### src/rtl/oam_dma_engine_pkg.sv
// nes_pkg: shared NES types and constants used by the OAM DMA engine.
package nes_pkg;
    typedef enum logic [2:0] {IDLE, HALT, ALIGN, READ, WRITE} dma_state_t;
    localparam logic [15:0] OAM_DMA_REG_ADDR = 16'h4014;
    localparam int OAM_BYTES = 256;
endpackage

### src/rtl/oam_dma_engine_if.sv
// oam_dma_engine_if: CPU-side trigger inputs, bus read data and OAM write port of the sprite DMA.
interface oam_dma_engine_if;
    logic        ENABLE;
    logic [15:0] CPU_ADDR;
    logic [7:0]  CPU_DATA_OUT;
    logic        CPU_RW_n;
    logic [7:0]  BUS_DATA_IN;
    logic        DMA_ACTIVE;
    logic [15:0] DMA_ADDR;
    logic        DMA_RD;
    logic        DMA_WRITE;
    logic [7:0]  DMA_OAM_ADDR;
    logic [7:0]  DMA_DATA;
    logic        DMA_DONE;
    modport master (
        input  ENABLE, CPU_ADDR, CPU_DATA_OUT, CPU_RW_n, BUS_DATA_IN,
        output DMA_ACTIVE, DMA_ADDR, DMA_RD, DMA_WRITE, DMA_OAM_ADDR, DMA_DATA, DMA_DONE
    );
    modport slave (
        output ENABLE, CPU_ADDR, CPU_DATA_OUT, CPU_RW_n, BUS_DATA_IN,
        input  DMA_ACTIVE, DMA_ADDR, DMA_RD, DMA_WRITE, DMA_OAM_ADDR, DMA_DATA, DMA_DONE
    );
endinterface

### src/rtl/oam_dma_engine.sv
// oam_dma_engine: 2A03-style sprite DMA that halts the CPU and copies one page into OAM.
// Define OAM_DMA_ALIGN_EN to add the get/put parity ALIGN cycle (513/514-cycle stall).
module oam_dma_engine
    import nes_pkg::*;
#(
    parameter logic [15:0] OAM_DMA_REG = OAM_DMA_REG_ADDR,
    parameter int          PAGE_BYTES  = OAM_BYTES
) (
    input logic              CLK,
    input logic              RESET_n,
    oam_dma_engine_if.master bus
);
    localparam logic [7:0] LAST_IDX = 8'(PAGE_BYTES - 1);
    dma_state_t state_q, state_d;
    logic [7:0] page_q, page_d, index_q, index_d, data_q, data_d;
    logic       done_q, done_d;
`ifdef OAM_DMA_ALIGN_EN
    logic       parity_q, parity_d;
`endif
    always_ff @(posedge CLK or negedge RESET_n) begin
        if (!RESET_n) begin
            state_q  <= IDLE;
            page_q   <= '0;
            index_q  <= '0;
            data_q   <= '0;
            done_q   <= 1'b0;
`ifdef OAM_DMA_ALIGN_EN
            parity_q <= 1'b0;
`endif
        end else begin
            state_q  <= state_d;
            page_q   <= page_d;
            index_q  <= index_d;
            data_q   <= data_d;
            done_q   <= done_d;
`ifdef OAM_DMA_ALIGN_EN
            parity_q <= parity_d;
`endif
        end
    end
    // DONE is cleared on the next CLK regardless of ENABLE so the pulse is exactly one CLK wide.
    always_comb begin
        state_d  = state_q;
        page_d   = page_q;
        index_d  = index_q;
        data_d   = data_q;
        done_d   = 1'b0;
`ifdef OAM_DMA_ALIGN_EN
        parity_d = parity_q ^ bus.ENABLE;
`endif
        if (bus.ENABLE) begin
            case (state_q)
                IDLE: if (!bus.CPU_RW_n && bus.CPU_ADDR == OAM_DMA_REG) begin
                    page_d  = bus.CPU_DATA_OUT;
                    index_d = '0;
                    state_d = HALT;
                end
`ifdef OAM_DMA_ALIGN_EN
                HALT:    state_d = parity_q ? ALIGN : READ;
                ALIGN:   state_d = READ;
`else
                HALT:    state_d = READ;
`endif
                READ: begin
                    data_d  = bus.BUS_DATA_IN;
                    state_d = WRITE;
                end
                WRITE: if (index_q == LAST_IDX) begin
                    state_d = IDLE;
                    done_d  = 1'b1;
                end else begin
                    index_d = index_q + 8'd1;
                    state_d = READ;
                end
                default: state_d = IDLE;
            endcase
        end
    end
    assign bus.DMA_ACTIVE   = state_q != IDLE;
    assign bus.DMA_RD       = state_q == READ;
    assign bus.DMA_WRITE    = state_q == WRITE;
    assign bus.DMA_ADDR     = bus.DMA_RD ? {page_q, index_q} : 16'h0000;
    assign bus.DMA_OAM_ADDR = index_q;
    assign bus.DMA_DATA     = data_q;
    assign bus.DMA_DONE     = done_q;
endmodule

### src/flat_wrapper.sv
// flat-port wrapper written by rule: the top's interface ports become plain ports
module oam_dma_engine_flat import nes_pkg::*;
#(
    parameter logic [15:0] OAM_DMA_REG = OAM_DMA_REG_ADDR,
    parameter int          PAGE_BYTES  = OAM_BYTES
)
  (CLK, RESET_n, bus_ENABLE, bus_CPU_ADDR, bus_CPU_DATA_OUT, bus_CPU_RW_n, bus_BUS_DATA_IN, bus_DMA_ACTIVE, bus_DMA_ADDR, bus_DMA_RD, bus_DMA_WRITE, bus_DMA_OAM_ADDR, bus_DMA_DATA, bus_DMA_DONE);
  oam_dma_engine_if bus_i ();
  input logic CLK;
  input logic RESET_n;
  input wire logic [$bits(bus_i.ENABLE)-1:0] bus_ENABLE;
  input wire logic [$bits(bus_i.CPU_ADDR)-1:0] bus_CPU_ADDR;
  input wire logic [$bits(bus_i.CPU_DATA_OUT)-1:0] bus_CPU_DATA_OUT;
  input wire logic [$bits(bus_i.CPU_RW_n)-1:0] bus_CPU_RW_n;
  input wire logic [$bits(bus_i.BUS_DATA_IN)-1:0] bus_BUS_DATA_IN;
  output wire logic [$bits(bus_i.DMA_ACTIVE)-1:0] bus_DMA_ACTIVE;
  output wire logic [$bits(bus_i.DMA_ADDR)-1:0] bus_DMA_ADDR;
  output wire logic [$bits(bus_i.DMA_RD)-1:0] bus_DMA_RD;
  output wire logic [$bits(bus_i.DMA_WRITE)-1:0] bus_DMA_WRITE;
  output wire logic [$bits(bus_i.DMA_OAM_ADDR)-1:0] bus_DMA_OAM_ADDR;
  output wire logic [$bits(bus_i.DMA_DATA)-1:0] bus_DMA_DATA;
  output wire logic [$bits(bus_i.DMA_DONE)-1:0] bus_DMA_DONE;
  assign bus_i.ENABLE = bus_ENABLE;
  assign bus_i.CPU_ADDR = bus_CPU_ADDR;
  assign bus_i.CPU_DATA_OUT = bus_CPU_DATA_OUT;
  assign bus_i.CPU_RW_n = bus_CPU_RW_n;
  assign bus_i.BUS_DATA_IN = bus_BUS_DATA_IN;
  assign bus_DMA_ACTIVE = bus_i.DMA_ACTIVE;
  assign bus_DMA_ADDR = bus_i.DMA_ADDR;
  assign bus_DMA_RD = bus_i.DMA_RD;
  assign bus_DMA_WRITE = bus_i.DMA_WRITE;
  assign bus_DMA_OAM_ADDR = bus_i.DMA_OAM_ADDR;
  assign bus_DMA_DATA = bus_i.DMA_DATA;
  assign bus_DMA_DONE = bus_i.DMA_DONE;
  oam_dma_engine #(.OAM_DMA_REG(OAM_DMA_REG), .PAGE_BYTES(PAGE_BYTES)) u_core (.CLK(CLK), .RESET_n(RESET_n), .bus(bus_i));
endmodule
### config.mk
export PLATFORM = sky130hd
export DESIGN_NAME = oam_dma_engine_flat
export DESIGN_NICKNAME = d
export VERILOG_FILES = /design/src/rtl/oam_dma_engine_pkg.sv /design/src/rtl/oam_dma_engine_if.sv /design/src/rtl/oam_dma_engine.sv /design/src/flat_wrapper.sv
export SDC_FILE = /design/constraint.sdc
export NUM_CORES = 1
export LEC_CHECK = 0
export BUFFER_PORTS_ARGS = -buffer_cell sky130_fd_sc_hd__buf_2
export CAP_MARGIN = 20
export CORE_MARGIN = 3
export CORE_UTILIZATION = 40
export CTS_CLUSTER_DIAMETER = 80
export DETAILED_ROUTE_END_ITERATION = 8
export GPL_ROUTABILITY_DRIVEN = 0
export GPL_TIMING_DRIVEN = 0
export HOLD_SLACK_MARGIN = 0.06
export PLACE_DENSITY = 0.72
export SYNTH_ARGS = -nofsm -noshare
export SYNTH_HDL_FRONTEND = slang
export SYNTH_SLANG_ARGS = --single-unit
### constraint.sdc
create_clock -name CLK -period 4.8 [get_ports CLK]
set_clock_uncertainty 0.05 [all_clocks]
set_input_delay 0.24 -clock CLK [delete_from_list [all_inputs] [get_ports CLK]]
set_output_delay 0.24 -clock CLK [all_outputs]
set_load 0.005 [all_outputs]
==> results.sh <==
export IMPL_status="finished clean"
export IMPL_clockBufferDepth=2
export IMPL_drtIter0Drc=62
export IMPL_htreeDepth=1
export IMPL_nNetsFinal=241
export IMPL_dp_slack_ns=2.92
export IMPL_period_share_pct=46.3
export IMPL_register_area_um2=701
export IMPL_antenna_found_initial=0
export IMPL_syn_area_mm2=0.00141
export IMPL_fin_ws_ns=2.58
export IMPL_pwr_density_cell_mw_per_mm2=339
export IMPL_worstSetupPathType="reg -> out"
export IMPL_crit_chain="nor2b_1 > clkbuf_1 > and3_1 > buf_2"
export IMPL_synth_mux_area_share_pct=14.2
export IMPL_clock_sinks=28
export IMPL_ys_ff_latch=28
export IMPL_min_delay_start="bus_BUS_DATA_IN[4]"
export IMPL_final_cell_mix="70 x buf_2, 28 x dfrtp_1, 17 x and3_1"
export IMPL_die_area_mm2=0.00428
export IMPL_ant_nets=0
export IMPL_multiInputGateArea_um2=643
export IMPL_die_height_um=65.4
export IMPL_slew_viol_final=0
export IMPL_port_buffers=70
export IMPL_cp_max_fo=10
export IMPL_clock_tree_root_cell="clkbuf_4"
export IMPL_max_slew_margin_rel_pct=59.4
export IMPL_grt_pass1_wl_um=5770
export IMPL_postSynthAreaPerCell_um2=11.0
export IMPL_fin_crit_ns=2.22
export IMPL_viasPerCell=5.06
export IMPL_wl_per_cell_um=13.8
export IMPL_hold_buffers=1
export IMPL_synthCells=128
export IMPL_startpoint="u_core.state_q[2]$_DFFE_PN0P_"
export IMPL_die_w_um=65.4
export IMPL_vias=1249
export IMPL_fin_setup_tns_ns=0
export IMPL_finalSetupViolations=0
export IMPL_rows=20
export IMPL_worst_ep_arrival_time_ns=1.93
export IMPL_synthAdderAreaFrac_pct=0.887
export IMPL_yosys_warnings=0
export IMPL_core_mm2=0.00320
export IMPL_cts_resized=0
export IMPL_grt_pass1_vias=1309
export IMPL_cap_viol_max_count=0
export IMPL_place_inst=242
export IMPL_reg2reg_from="u_core.bus.DMA_OAM_ADDR[0]$_DFFE_PN0P_"
export IMPL_cts_tree="built"
export IMPL_synthSimpleGateAreaFrac_pct=22.4
export IMPL_synth_seq_area_share_pct=49.6
export IMPL_cts_buffers=3
export IMPL_fin_cells=247
export IMPL_slowest_delay_ns=0.47
export IMPL_drt_pass1_iterations=4
export IMPL_timing_final_hold_violations=0
export IMPL_ys_top_cells_by_area="dfrtp_1 50%, mux2_2 13%, and3_1 7.5%"
export IMPL_clk_pin_slew_ns=0.15
export IMPL_fin_area_mm2=0.00188
export IMPL_power_total_mw=0.637
export IMPL_worstPathRequired_ns=4.51
export IMPL_vdd_ir_drop_max_uv=216
export IMPL_postCtsSetupBuffers=0
export IMPL_yosys_area_share_xor_xnor_pct=0
export IMPL_n_fill_cell=305
export IMPL_initial_core_util_pct=44.1
export IMPL_tightest_slew_ns=0.610
export IMPL_synth_top_cell_by_area="dfrtp_1"
export IMPL_synth_compound_area_share_pct=8.07
export IMPL_final_common_cell="buf_2"
export IMPL_num_antenna_cells=0
export IMPL_min_path_type="in -> reg"
export IMPL_drive_above_1_share_pct=49.3
export IMPL_slowest_stage="nor2b_1"
export IMPL_rsz0062_at_grt="false"
export IMPL_leakage_nw=1.08
export IMPL_drc=0
export IMPL_crit_path_start_kind="flip-flop"
export IMPL_finish_utilization_pct=58.7
export IMPL_syn2layout_area_growth_pct=33.2
export IMPL_clock_fmax_mhz=450
export IMPL_clk_latency_ns=0.32
export IMPL_end_kind="output port"
export IMPL_overflow=0
export IMPL_place_area_mm2=0.00182
export IMPL_boundaryPins=72
export IMPL_syn_nets=165
export IMPL_synth_top_area_share_pct=49.6
export IMPL_grt_use_total_pct=16.9
export IMPL_wl_um=3410
export IMPL_grt_max_degree=29
export IMPL_synth_top_family_by_area="simple AND/OR/NAND/NOR gates"
export IMPL_ys_types=38
export IMPL_hold_ws_ns=0.0879
export IMPL_hpwl_um=2670
## path summary, 6_finish.rpt
| path | slack, ns | depth (start not counted) | end |
|---|---|---|---|
| setup / recovery | 2.58 | 4 | bus_DMA_ADDR[12] |
| hold / removal | 0.09 | 2 | u_core.bus.DMA_DATA[4]$_DFFE_PN0P_ |
| setup reg to reg | 2.89 | 7 | u_core.bus.DMA_OAM_ADDR[1]$_DFFE_PN0P_ |
| hold reg to reg | 0.47 | 1 | u_core.bus.DMA_DATA[6]$_DFFE_PN0P_ |
| max in group asynchronous | 3.91 | 2 | u_core.bus.DMA_OAM_ADDR[2]$_DFFE_PN0P_ |
| min in group asynchronous | 0.39 | 2 | u_core.bus.DMA_OAM_ADDR[6]$_DFFE_PN0P_ |
## cell families (layout without fill, tap and decap cells)
logic type,count (synthesis),after routing
adder cells (fa/ha/maj),1,1
multiplexers,18,18
flip-flops,28,28
AO/OA/AOI/OAI,17,17
AND/OR/NAND/NOR,54,54
buffers and inverters,10,85
## flip-flops by register name, indices dropped and copies added (netlist names)
signal / count
u_core.bus.DMA_OAM_ADDR: 8
u_core.page_q: 8
u_core.state_q: 3
u_core.bus.DMA_DATA: 8
u_core.bus.DMA_DONE: 1
## routing by layer
| layer | global-route usage [%] | vias up | part of all wire, % |
|---|---|---|---|
| met2 | 32.0 | 44 | 52 |
| met3 | 4.10 | 2 | 7.8 |
| li1 | - | 613 | - |
| met1 | 19.6 | 590 | 40 |
| met4 | 2.33 | 0 | 0.41 |
| met5 | 0 | - | 0 |
## worst max-delay path: cells and delay by family (launching register included)
family,cells,cell delay (ns)
simple gates,2,0.69
flops,1,0.45
buf+inv,2,0.47
## synthesized netlist by cell type, drive strengths merged
master,number
a21o,1
a21oi,1
a22o,1
a31o,1
a31oi,4
a32o,1
and2,2
and3,17
buf,2
bufbuf,1
clkbuf,3
dfrtp,28
ha,1
inv,4
mux2,16
mux2i,2
nand2,11
nand2b,1
nand3,1
nand4,3
nor2,5
nor2b,1
nor3,4
nor3b,2
nor4,3
nor4b,1
o211ai,2
o21ai,4
o21bai,1
o22ai,1
or2,2
or4,1
## cell type report
type	instances	share of cell area (%)
flip-flops and latches	28	37.3
repair buffers	71	19.2
clock buffers	3	1.20
multi-input cells	90	34.2
clock inverters	1	1.60
well taps	44	2.93
inverters	4	0.799
plain buffers	6	2.80
## power by group
part | internal [mW] | total, mW | switching, mW
combinational | 0.0866 | 0.175 | 0.0881
sequential | 0.279 | 0.311 | 0.0317
clock | 0.0844 | 0.152 | 0.0675
Power figures use the tool's default switching activity.
